File: src/rtl/data_axi_pkg.sv
// Shared types and constants for the data-side AXI master bridge.
// Holds the bridge FSM state encoding and the AXI size/response/burst codes it uses.
package data_axi_pkg;

    typedef enum logic [2:0] {
        IDLE,
        RD_ADDR,
        RD_DATA,
        WR_ADDR_DATA,
        WR_RESP,
        DONE
    } state_e;

    localparam logic [1:0] SIZE_BYTE  = 2'b00;
    localparam logic [1:0] SIZE_HALF  = 2'b01;
    localparam logic [1:0] SIZE_WORD  = 2'b10;

    localparam logic [1:0] AXI_OKAY   = 2'b00;
    localparam logic [1:0] BURST_INCR = 2'b01;

endpackage

File: src/rtl/axi_wstrb_gen.sv
// Combinational AXI write-strobe generator for a 32-bit bus.
// Lanes shifted past bit 3 by a misaligned address are simply lost.
module axi_wstrb_gen
    import data_axi_pkg::*;
(
    input  logic [1:0] size,
    input  logic [1:0] addr_lo,
    output logic [3:0] wstrb
);

    always_comb begin
        wstrb = 4'b0000;
        case (size)
            SIZE_BYTE: wstrb = 4'b0001 << addr_lo;
            SIZE_HALF: wstrb = 4'b0011 << addr_lo;
            SIZE_WORD: wstrb = 4'b1111;
            default:   wstrb = 4'b0000;
        endcase
    end

endmodule

File: src/rtl/data_axi_bridge.sv
// MEM-stage data-side AXI4 master: single-beat loads, one or two single-beat stores.
// Optional macro DATA_AXI_RESP_CHECK_EN reports non-OKAY responses on resp_err.
module data_axi_bridge
    import data_axi_pkg::*;
#(
    parameter int ID_W   = 4,
    parameter int AXI_ID = 1
)(
    input  logic            clk,
    input  logic            resetn,
    input  logic            req_valid,
    input  logic            req_wr,
    input  logic            req_two,
    input  logic [31:0]     addr1,
    input  logic [31:0]     addr2,
    input  logic [31:0]     data1,
    input  logic [31:0]     data2,
    input  logic [1:0]      size1,
    input  logic [1:0]      size2,
    output logic            mem_stall,
    output logic            rdata_valid,
    output logic [31:0]     rdata,
    output logic            resp_err,
    output logic [ID_W-1:0] arid,
    output logic [31:0]     araddr,
    output logic [7:0]      arlen,
    output logic [2:0]      arsize,
    output logic [1:0]      arburst,
    output logic            arlock,
    output logic [3:0]      arcache,
    output logic [2:0]      arprot,
    output logic            arvalid,
    input  logic            arready,
    input  logic [ID_W-1:0] rid,
    input  logic [31:0]     rdata_in,
    input  logic [1:0]      rresp,
    input  logic            rlast,
    input  logic            rvalid,
    output logic            rready,
    output logic [ID_W-1:0] awid,
    output logic [31:0]     awaddr,
    output logic [7:0]      awlen,
    output logic [2:0]      awsize,
    output logic [1:0]      awburst,
    output logic            awlock,
    output logic [3:0]      awcache,
    output logic [2:0]      awprot,
    output logic            awvalid,
    input  logic            awready,
    output logic [31:0]     wdata,
    output logic [3:0]      wstrb,
    output logic            wlast,
    output logic            wvalid,
    input  logic            wready,
    input  logic [ID_W-1:0] bid,
    input  logic [1:0]      bresp,
    input  logic            bvalid,
    output logic            bready
);

    state_e      state_q, state_d;
    logic        second_q, second_d;
    logic        aw_ok_q, aw_ok_d;
    logic        w_ok_q, w_ok_d;
    logic        two_q, two_d;
    logic [31:0] addr1_q, addr1_d, addr2_q, addr2_d;
    logic [31:0] data1_q, data1_d, data2_q, data2_d;
    logic [1:0]  size1_q, size1_d, size2_q, size2_d;
    logic [31:0] rdata_q, rdata_d;
    logic        err_q, err_d;

    logic [31:0] cur_addr;
    logic [31:0] cur_data;
    logic [1:0]  cur_size;
    logic        rresp_bad;
    logic        bresp_bad;
    logic        unused_ids;

    assign cur_addr = second_q ? addr2_q : addr1_q;
    assign cur_data = second_q ? data2_q : data1_q;
    assign cur_size = second_q ? size2_q : size1_q;

`ifdef DATA_AXI_RESP_CHECK_EN
    assign rresp_bad = (rresp != AXI_OKAY);
    assign bresp_bad = (bresp != AXI_OKAY);
    assign resp_err  = rdata_valid & err_q;
`else
    logic unused_resp;
    assign rresp_bad   = 1'b0;
    assign bresp_bad   = 1'b0;
    assign resp_err    = 1'b0;
    assign unused_resp = ^{rresp, bresp, err_q};
`endif

    assign unused_ids = ^{rid, bid};

    always_comb begin
        state_d  = state_q;
        second_d = second_q;
        aw_ok_d  = aw_ok_q;
        w_ok_d   = w_ok_q;
        two_d    = two_q;
        addr1_d  = addr1_q;
        addr2_d  = addr2_q;
        data1_d  = data1_q;
        data2_d  = data2_q;
        size1_d  = size1_q;
        size2_d  = size2_q;
        rdata_d  = rdata_q;
        err_d    = err_q;

        case (state_q)
            IDLE: begin
                if (req_valid) begin
                    two_d    = req_wr & req_two;
                    addr1_d  = addr1;
                    addr2_d  = addr2;
                    data1_d  = data1;
                    data2_d  = data2;
                    size1_d  = size1;
                    size2_d  = size2;
                    second_d = 1'b0;
                    aw_ok_d  = 1'b0;
                    w_ok_d   = 1'b0;
                    err_d    = 1'b0;
                    state_d  = req_wr ? WR_ADDR_DATA : RD_ADDR;
                end
            end
            RD_ADDR: begin
                if (arready) state_d = RD_DATA;
            end
            RD_DATA: begin
                if (rvalid) begin
                    if (rresp_bad) err_d = 1'b1;
                    if (rlast) begin
                        rdata_d = rdata_in;
                        state_d = DONE;
                    end
                end
            end
            WR_ADDR_DATA: begin
                // AW and W complete independently; a handshake already taken stays taken.
                aw_ok_d = aw_ok_q | awready;
                w_ok_d  = w_ok_q | wready;
                if ((aw_ok_q | awready) && (w_ok_q | wready)) state_d = WR_RESP;
            end
            WR_RESP: begin
                if (bvalid) begin
                    if (bresp_bad) err_d = 1'b1;
                    if (!second_q && two_q) begin
                        second_d = 1'b1;
                        aw_ok_d  = 1'b0;
                        w_ok_d   = 1'b0;
                        state_d  = WR_ADDR_DATA;
                    end else begin
                        state_d  = DONE;
                    end
                end
            end
            DONE:    state_d = IDLE;
            default: state_d = IDLE;
        endcase
    end

    always_ff @(posedge clk or negedge resetn) begin
        if (!resetn) begin
            state_q  <= IDLE;
            second_q <= 1'b0;
            aw_ok_q  <= 1'b0;
            w_ok_q   <= 1'b0;
            two_q    <= 1'b0;
            addr1_q  <= 32'd0;
            addr2_q  <= 32'd0;
            data1_q  <= 32'd0;
            data2_q  <= 32'd0;
            size1_q  <= SIZE_BYTE;
            size2_q  <= SIZE_BYTE;
            rdata_q  <= 32'd0;
            err_q    <= 1'b0;
        end else begin
            state_q  <= state_d;
            second_q <= second_d;
            aw_ok_q  <= aw_ok_d;
            w_ok_q   <= w_ok_d;
            two_q    <= two_d;
            addr1_q  <= addr1_d;
            addr2_q  <= addr2_d;
            data1_q  <= data1_d;
            data2_q  <= data2_d;
            size1_q  <= size1_d;
            size2_q  <= size2_d;
            rdata_q  <= rdata_d;
            err_q    <= err_d;
        end
    end

    axi_wstrb_gen u_wstrb_gen (
        .size    (cur_size),
        .addr_lo (cur_addr[1:0]),
        .wstrb   (wstrb)
    );

    assign mem_stall   = req_valid & (state_q != DONE);
    assign rdata_valid = (state_q == DONE);
    assign rdata       = rdata_q;

    assign arid    = ID_W'(AXI_ID);
    assign araddr  = cur_addr;
    assign arlen   = 8'd0;
    assign arsize  = {1'b0, cur_size};
    assign arburst = BURST_INCR;
    assign arlock  = 1'b0;
    assign arcache = 4'd0;
    assign arprot  = 3'd0;
    assign arvalid = (state_q == RD_ADDR);
    assign rready  = (state_q == RD_DATA);

    assign awid    = ID_W'(AXI_ID);
    assign awaddr  = cur_addr;
    assign awlen   = 8'd0;
    assign awsize  = {1'b0, cur_size};
    assign awburst = BURST_INCR;
    assign awlock  = 1'b0;
    assign awcache = 4'd0;
    assign awprot  = 3'd0;
    assign awvalid = (state_q == WR_ADDR_DATA) && !aw_ok_q;
    assign wdata   = cur_data;
    assign wlast   = 1'b1;
    assign wvalid  = (state_q == WR_ADDR_DATA) && !w_ok_q;
    assign bready  = (state_q == WR_RESP);

endmodule

File: config.mk
export PLATFORM = sky130hd
export DESIGN_NAME = data_axi_bridge
export DESIGN_NICKNAME = d
export VERILOG_FILES = /design/src/rtl/data_axi_pkg.sv /design/src/rtl/axi_wstrb_gen.sv /design/src/rtl/data_axi_bridge.sv
export SDC_FILE = /design/constraint.sdc
export NUM_CORES = 1
export LEC_CHECK = 0
export CAP_MARGIN = 20
export CORE_AREA = 4 4 143 145
export DETAILED_ROUTE_END_ITERATION = 12
export DIE_AREA = 0 0 147 149
export GPL_ROUTABILITY_DRIVEN = 0
export PLACE_DENSITY = 0.9
export SLEW_MARGIN = 40
export SYNTH_ARGS = -nofsm -noshare
export SYNTH_HDL_FRONTEND = slang
export SYNTH_HIERARCHICAL = 1
export SYNTH_SLANG_ARGS = --single-unit
File: constraint.sdc
create_clock -name clk -period 4.19 [get_ports clk]
set_input_delay 0.419 -clock clk [delete_from_list [all_inputs] [get_ports clk]]
set_output_delay 0.419 -clock clk [all_outputs]
set_load 0.02 [all_outputs]
==> reports/summary.txt, run 1 <==
Status - complete, but fails checks
Failing checks - negative hold slack
CTS Sinks - 171
Yosys top cell by area - dfrtp_1
Syn Inst Count - 565
Die boundary width - 147 um
Post-CTS Hold Buffers - 0
WS Path Type - reg -> out
Slew @ Worst Pin - 738 ps
Worst Path Required - 3770 ps
Largest net degree at the start of global routing - 92
VDD IR-drop max - 0.000451 V
Setup slack after layout - 1040 ps
Post-cts resize count - 0
Worst-Skew Late Latency - 420 ps
Hold Vio Cnt, Final - 5
# nets final - 1029
Die height - 149 um
Hold Crit Class - in -> async
WP buf/inv - 2
Port Buffer Count - 317
DRC - 0
Period minus WS final - 3150 ps
CTS tree - yes
Drt first-iter violations - 149
Max Slew Vio Count - 0
Final setup TNS - 0 ps
Drt wl/cell - 17.5 um
Num rows - 51
Vias in the first global route - 5615
Synth-to-layout area growth - 43.3%
Sequential area share after synthesis - 0.530
Worst hold slack - -10.4 ps
Final non-filler cell total - 1120
Post-Syn Area - 8080 um2
Total wire length - 19600 um
Cts bufs inserted - 17
Placed instance count - 1088
PwrDens - 775 nW/um2
Slowest stage delay, CP - 750 ps
CP top delay family - buffers and inverters
Crit share post-route - 0.752
Htree depth - 4
Share of layout cells above drive strength 1 - 0.236
CP arrival - 2730 ps
Area contributors post-synth - dfrtp_1, mux2_2, mux2_1, buf_4, buf_8
CTS root buf - clkbuf_16
Total gr overflow - 0
Cell Chain, Critical Path - buf_4 > mux2_2 > clkdlybuf4s50_1
Number of max-cap violations - 0
YS warnings - 6
Vias post-DR - 5274
Vias per cell - 4.71
CORE AREA - 19200 um2
Worst Skew - 10.5 ps
Starting Density - 0.420
Yosys top cell area share - 0.530
Overall Global Routing Usage - 0.174
Reg2reg path depth - 4
Critical path peak fanout - 38
First-pass GRT wire length - 29800 um
Leakage - 4.77 nW
Critical Path End Type - primary output
Place WS - 1310 ps
Max Fclk - 317 MHz
Setup Fix Bufs, Post-CTS - 0
Die ar. - 21900 um2
Mean post-synth cell area - 14.3 um2
Final setup vio count - 0
Post-DRT Antenna Nets - 0
Overall power - 8.96 mW
Crit. path cell count - 3
Max clock buf depth - 2
Initial antenna violation count - 1
#FFs+latches synth - 171
Critical Path Start Type - flop
Post-synth cell types - 35
RSZ-0062 raised after global routing - no
CP max-delay cell - dfrtp_4
Clock slew at reported path FFs - 70 ps
Post-DP HPWL - 14700 um
Detailed Routing Iterations Pass 1 - 4
IO Count - 378
Antenna cells - 0
Relative slew slack - 0.508
==> cells in the mapped netlist <==
cell,count
nor2b_1,4
a2111o_1,1
nor2_8,1
o31a_1,1
mux2_2,161
o2111ai_1,1
o21bai_1,1
o211ai_1,1
and3b_1,2
nor3_1,1
a21oi_1,3
nor3_2,1
nand2b_1,1
o22a_1,1
buf_6,1
buf_2,6
nand2_1,7
buf_8,7
nor2_1,7
o2bb2ai_1,2
clkbuf_1,6
o21ai_0,1
inv_1,4
mux2_1,70
mux2i_1,3
o21a_1,1
dfrtp_1,171
nor3b_1,1
buf_4,89
conb_1,2
or3b_4,1
a31oi_1,3
mux4_2,1
a2bb2oi_1,1
buf_1,1
==> flip-flops by register name (all words and copies together), names as in the netlist, 2 cells and up <==
| signal | flops |
|---|---|
| size1_q | 2 |
| data2_q | 32 |
| addr2_q | 32 |
| size2_q | 2 |
| state_q | 3 |
| addr1_q | 32 |
| data1_q | 32 |
| rdata | 32 |
==> per-layer routing <==
metal | vias to the layer above | global-route usage | share of wire | routed length (um)
met1 | 2602 | 0.195 | 0.37 | 7310
met5 | - | 0 | 0.0010 | 20
met2 | 238 | 0.298 | 0.50 | 9810
li1 | 2404 | - | - | -
met3 | 28 | 0.0760 | 0.10 | 2030
met4 | 2 | 0.0596 | 0.021 | 420
==> power breakdown <==
part / internal, mW / switching (mW) / leakage [nW]
Clock: 0.837 / 0.693 / 0.276
Sequential: 2.49 / 0.434 / 2.03
Combinational: 2.44 / 2.08 / 2.46
Total: 5.76 / 3.20 / 4.77
==> area by class of cell <==
type | instances | area (um2)
Fill cell | 1482 | 7640
Sequential cell | 171 | 4280
Timing Repair Buffer | 322 | 3250
Multi-Input combinational cell | 326 | 3120
Clock buffer | 19 | 433
Tap cell | 265 | 332
Clock inverter | 13 | 135
Inverter | 4 | 15.0
==> stage by stage <==
stage	util	cell area [um2]
final	0.602	11600
after global routing	0.602	11600
after global placement	0.573	11000
after floorplan	-	8250
after detailed placement	0.573	11000
after CTS	0.602	11600
==> cells in the final DEF (no fill, tap or decap), types with 2 or more instances in the layout <==
| cell type | synthesis | final |
|---|---|---|
| conb_1 | 2 | 48 |
| buf_4 | 89 | 2 |
| clkinv_4 | 0 | 5 |
| clkdlybuf4s50_1 | 0 | 316 |
| nor2b_1 | 4 | 4 |
| a21oi_1 | 3 | 3 |
| nand2_1 | 7 | 7 |
| nor2_1 | 7 | 7 |
| inv_1 | 4 | 4 |
| and3b_1 | 2 | 2 |
| a31oi_1 | 3 | 3 |
| inv_8 | 0 | 2 |
| mux2i_1 | 3 | 3 |
| clkbuf_16 | 0 | 17 |
| inv_6 | 0 | 3 |
| clkbuf_1 | 6 | 2 |
| o2bb2ai_1 | 2 | 2 |
| mux2_2 | 161 | 161 |
| dfrtp_1 | 171 | 170 |
| mux2_1 | 70 | 70 |
| buf_12 | 0 | 3 |
==> kinds of logic (layout without fill, tap and decap cells) <==
| family | count (synthesis) | in the layout | share of synthesized area |
|---|---|---|---|
| buffers and inverters | 114 | 358 | 0.106 |
| AO/OA/AOI/OAI | 17 | 17 | 0.0155 |
| multiplexers | 235 | 235 | 0.329 |
| other | 2 | 48 | 0.000930 |
| AND/OR/NAND/NOR | 26 | 26 | 0.0192 |
| flip-flops | 171 | 171 | 0.530 |
==> worst paths after layout <==
path                       startpoint     endpoint  slack [ps]
setup / recovery             second_q    awaddr[7]        1040
hold / removal                 resetn  data1_q[30]         -10
setup reg to reg           state_q[0]  data2_q[15]        1730
hold reg to reg            addr2_q[6]   addr2_q[6]         480
max in group asynchronous      resetn  addr2_q[30]        3280
min in group clk           addr2_q[6]   addr2_q[6]         480
(Power assumes the default switching activity.)
==> run 2, diff against run 1 <==
CORE_AREA = default   (was 4 4 143 145)
CORE_MARGIN = 4   (was default)
CORE_UTILIZATION = 42   (was default)
DIE_AREA = default   (was 0 0 147 149)
clock period = 2.9 ns   (was 4.19 ns; I/O delays follow)
==> run 2 against run 1 <==
Compared with the run above:
- the flow now finishes without violations
- register-to-register slack lost 1000 ps
- utilization is 1.5 points higher
- cell area increased by 0.41%
- non-clock buffer count rose by 6
- worst setup slack lost 820 ps
- worst hold slack better by 460 ps
- count of clock-buffer cells in the layout fell by 1
- critical path type unchanged
- largest power group unchanged
==> reports/summary.txt, run 2 (synthesized netlist as in run 1, its figures left out) <==
Detailed Routing Iterations Pass 1 - 4
Starting Density - 0.429
PwrDens - 1120 nW/um2
Final setup vio count - 0
Largest net degree at the start of global routing - 74
# nets final - 1035
Max Fclk - 373 MHz
Critical Path Start Type - flop
Die boundary width - 147 um
Critical path peak fanout - 37
Htree depth - 4
Slew @ Worst Pin - 701 ps
CTS Sinks - 171
Fillers - 1436
Worst-Skew Late Latency - 420 ps
Synth-to-layout area growth - 43.9%
CTS tree - yes
Final setup TNS - 0 ps
WP buf/inv - 2
Slowest stage delay, CP - 550 ps
Worst Path Required - 2610 ps
Cts bufs inserted - 17
Critical Path End Type - primary output
Hold Crit Class - in -> reg
Total gr overflow - 0
Vias per cell - 4.69
Footprint of the multi-input gates - 3120 um2
Hold Vio Cnt, Final - 0
Setup Fix Bufs, Post-CTS - 0
Final instance area - 11600 um2
Drt wl/cell - 17.8 um
Die ar. - 21500 um2
Number of max-cap violations - 0
Die height - 147 um
First-pass GRT wire length - 31000 um
Num rows - 50
DRC - 0
Reg area - 4280 um2
Clock slew at reported path FFs - 70 ps
CORE AREA - 18800 um2
Period minus WS final - 2680 ps
Vias in the first global route - 5763
VDD IR-drop max - 0.000832 V
Initial antenna violation count - 1
CP arrival - 2390 ps
WS Path Type - reg -> out
Max Slew Vio Count - 0
Crit share post-route - 0.925
Antenna cells - 0
CP max-delay cell - clkdlybuf4s50_1
Leakage - 4.80 nW
RSZ-0062 raised after global routing - no
Worst Skew - 8.77 ps
Drt first-iter violations - 118
Port Buffer Count - 317
Relative slew slack - 0.533
Max clock buf depth - 2
DP Area - 11000 um2
Post-cts resize count - 0
Share of layout cells above drive strength 1 - 0.243
CP top delay family - buffers and inverters
Cell Chain, Critical Path - buf_4 > mux2_2 > clkdlybuf4s50_1
Post-DRT Antenna Nets - 0
Fin util - 0.617
Vias post-DR - 5254
Status - finished, final reports clean
Most frequent cells in the layout - clkdlybuf4s50_1, dfrtp_1, mux2_2
CTS root buf - clkbuf_16
IO Count - 378
Total wire length - 19900 um
Post-CTS Hold Buffers - 1
Overall Global Routing Usage - 0.183
Commonest non-fill, non-tap cell in the layout - clkdlybuf4s50_1
Post-DP HPWL - 15200 um
## run 2: area by class of cell
cell class / count / area share
Clock inverter: 14 / 0.0109
Timing Repair Buffer: 328 / 0.285
Multi-Input combinational cell: 326 / 0.269
Tap cell: 260 / 0.0280
Inverter: 4 / 0.00129
Clock buffer: 18 / 0.0378
Sequential cell: 171 / 0.369
## run 2: layer usage
metal	wire length, um	vias up	share of wire	global-route usage
li1	-	2418	-	-
met1	7500	2582	0.38	0.202
met2	10200	230	0.51	0.322
met3	1780	22	0.089	0.0760
met4	398	2	0.020	0.0541
met5	13	-	0.00065	0
## run 2: worst register-to-register path, cell delays in order, from the launching register on
cell and delay, ps:
dfrtp_1 520, or3b_4 490, nor2_8 380, buf_12 300, mux2_1 380
## run 2: through the flow
stage          worst slack, ps  std cells  power (mW)  hold slack, ps
4_1_cts                    181       1121        13.1             438
2_1_floorplan              544        611        8.34           -5.59
3_3_place_gp               464       1088        10.7             355
5_1_grt                    124       1121        13.7             445
6_report                   217       1121        13.0             454
3_5_place_dp               455       1088        10.9             361
## run 2: worst paths after layout
path	startpoint	endpoint	slack, ps	cells past startpoint
worst min register to register	data2_q[19]	data2_q[19]	480	1
worst min-delay path	req_two	two_q	450	3
worst max-delay path	second_q	awaddr[12]	220	3
worst max register to register	state_q[0]	data2_q[29]	710	4
max in group asynchronous	resetn	data2_q[16]	1540	3
min in group asynchronous	resetn	data1_q[28]	470	2
## run 2: report_power, final
| part | total [mW] | switching [mW] | internal [mW] |
|---|---|---|---|
| clock | 2.21 | 1.05 | 1.16 |
| sequential | 4.22 | 0.626 | 3.59 |
| combinational | 6.57 | 3.03 | 3.54 |
| total | 13.0 | 4.70 | 8.29 |
==> run 3, diff against run 2 <==
CORE_MARGIN = 5   (was 4)
==> run 3 against run 2 <==
Compared with the run above:
- clock power increased by 8%
- register-to-register slack improved by 100 ps
- via count increased by 0.17%
- worst setup slack improved by 13 ps
- critical path type unchanged
- final cell count decreased by 0.27%
- largest power group unchanged
- worst hold slack got worse by 240 ps
- sequential power about the same
- critical path depth increased by 1
- die area increased by 2.7%
- cell area increased by 0.43%
==> reports/summary.txt, run 3 (synthesized netlist as in run 1, its figures left out) <==
Vias per cell - 4.71
Sw power - 4.72 mW
Vias in the first global route - 5880
Period minus WS final - 2670 ps
CTS Sinks - 171
Number of max-cap violations - 0
Total wire length - 20200 um
Cell Chain, Critical Path - mux2_2 > and3b_1 > o31a_1 > clkdlybuf4s50_1
Leakage - 4.82 nW
Slowest stage delay, CP - 560 ps
Max Slew Vio Count - 0
Hold Vio Cnt, Final - 0
Post-cts resize count - 0
IO Count - 378
# nets final - 1032
Seq pwr share - 0.321
Overall Global Routing Usage - 0.180
Total gr overflow - 0
CTS root buf - clkbuf_16
CTS tree - yes
R2R setup slack - 810 ps
Post-DRT Antenna Nets - 0
Final non-filler cell total - 1118
Cts bufs inserted - 17
Hold Crit Class - in -> async
Htree depth - 4
Starting Density - 0.429
Synth-to-layout area growth - 44.5%
RSZ-0062 raised after global routing - no
Post-DP HPWL - 15300 um
Critical Path End Type - primary output
Slew @ Worst Pin - 537 ps
WS Path Type - reg -> out
Place WS - 552 ps
Commonest non-fill, non-tap cell in the layout - clkdlybuf4s50_1
Critical path peak fanout - 8
Initial antenna violation count - 1
Die ar. - 22100 um2
Num rows - 50
Critical Path Start Type - flop
Max clock buf depth - 2
Drt first-iter violations - 107
VDD IR-drop max - 0.000790 V
Final setup vio count - 0
PwrDens - 1130 nW/um2
Share of layout cells above drive strength 1 - 0.240
Placed instance count - 1085
Vias post-DR - 5263
Net Sw Frac - 0.359
Detailed Routing Iterations Pass 1 - 4
Port Buffer Count - 317
Final setup TNS - 0 ps
Crit share post-route - 0.921
CP top delay family - buffers and inverters
CP max-delay cell - clkdlybuf4s50_1
Internal power - 8.44 mW
Relative slew slack - 0.642
CORE AREA - 18800 um2
Setup slack after layout - 229 ps
Clock slew at reported path FFs - 80 ps
DRC - 0
Clock power frac - 0.182
Most frequent cells in the layout - clkdlybuf4s50_1, dfrtp_1, mux2_2
WP buf/inv - 1
Die boundary width - 149 um
First-pass GRT wire length - 31300 um
Max Fclk - 374 MHz
Drt wl/cell - 18.0 um
Antenna cells - 0
Die height - 149 um
Worst Path Required - 2610 ps
Worst-Skew Late Latency - 420 ps
Comb pwr share - 0.497
CP arrival - 2380 ps
Status - finished, final reports clean
Largest net degree at the start of global routing - 92
Worst Skew - 10.1 ps
-- run 3: cell count changes in the layout (fill, tap and decap cells not counted) --
cell,before,now
buf_12,4,5
buf_4,6,2
bufinv_16,0,2
clkbuf_8,1,0
clkinv_2,1,0
clkinv_8,0,3
clkinvlp_4,2,1
inv_8,4,2
-- run 3: area by class of cell --
type	count	area, um2
fill	1430	7160
sequential	171	4280
timing repair buffer	325	3300
multi-input combinational	326	3120
clock buffer	17	425
tap	260	325
clock inverter	15	200
inverter	4	15.0
-- run 3: routing by layer --
layer,GRT usage,part of all wire
met1,0.199,0.37
met2,0.312,0.50
met3,0.0774,0.10
met4,0.0596,0.026
met5,0,0.00065
-- run 3: worst reg2reg max path, delay by kind of cell (launching register included) --
kind | cells | cell delay [ps]
AND/OR/NAND/NOR | 2 | 620
flip-flops | 1 | 520
buffers and inverters | 1 | 340
multiplexers | 1 | 500
-- run 3: per-stage QoR --
step                       util  power, mW  cell area [um2]  hold slack (ps)
after floorplan               -       8.34             8250            -5.59
after global placement    0.586       10.7            11000             76.7
after detailed placement  0.586       10.9            11000             77.7
after CTS                 0.620       13.3            11700              189
after global routing      0.620       13.9            11700              208
final                     0.620       13.2            11700              212
-- run 3: timing repair --
| item | in CTS | in global routing |
|---|---|---|
| hold buffers | 1 | 0 |
| hold endpoints to repair | 171 | 0 |
| setup buffers | 0 | 0 |
-- run 3: power groups by stage --
stage	clock network, mW	logic (mW)	registers, mW
global route	2.56	6.97	4.39
floorplan	0	4.04	4.30
CTS	2.45	6.65	4.24
global placement	0	6.50	4.20
finish	2.39	6.55	4.23
detailed placement	0	6.61	4.28
-- run 3: worst paths after layout --
path,cells after the start,endpoint,start
max in group asynchronous,3,data1_q[16],resetn
worst max-delay path,4,wstrb[2],second_q
worst min-delay path,2,addr1_q[1],resetn
worst min register to register,1,addr2_q[10],addr2_q[10]
worst max register to register,4,data2_q[6],state_q[0]
min in group clk,3,two_q,req_two
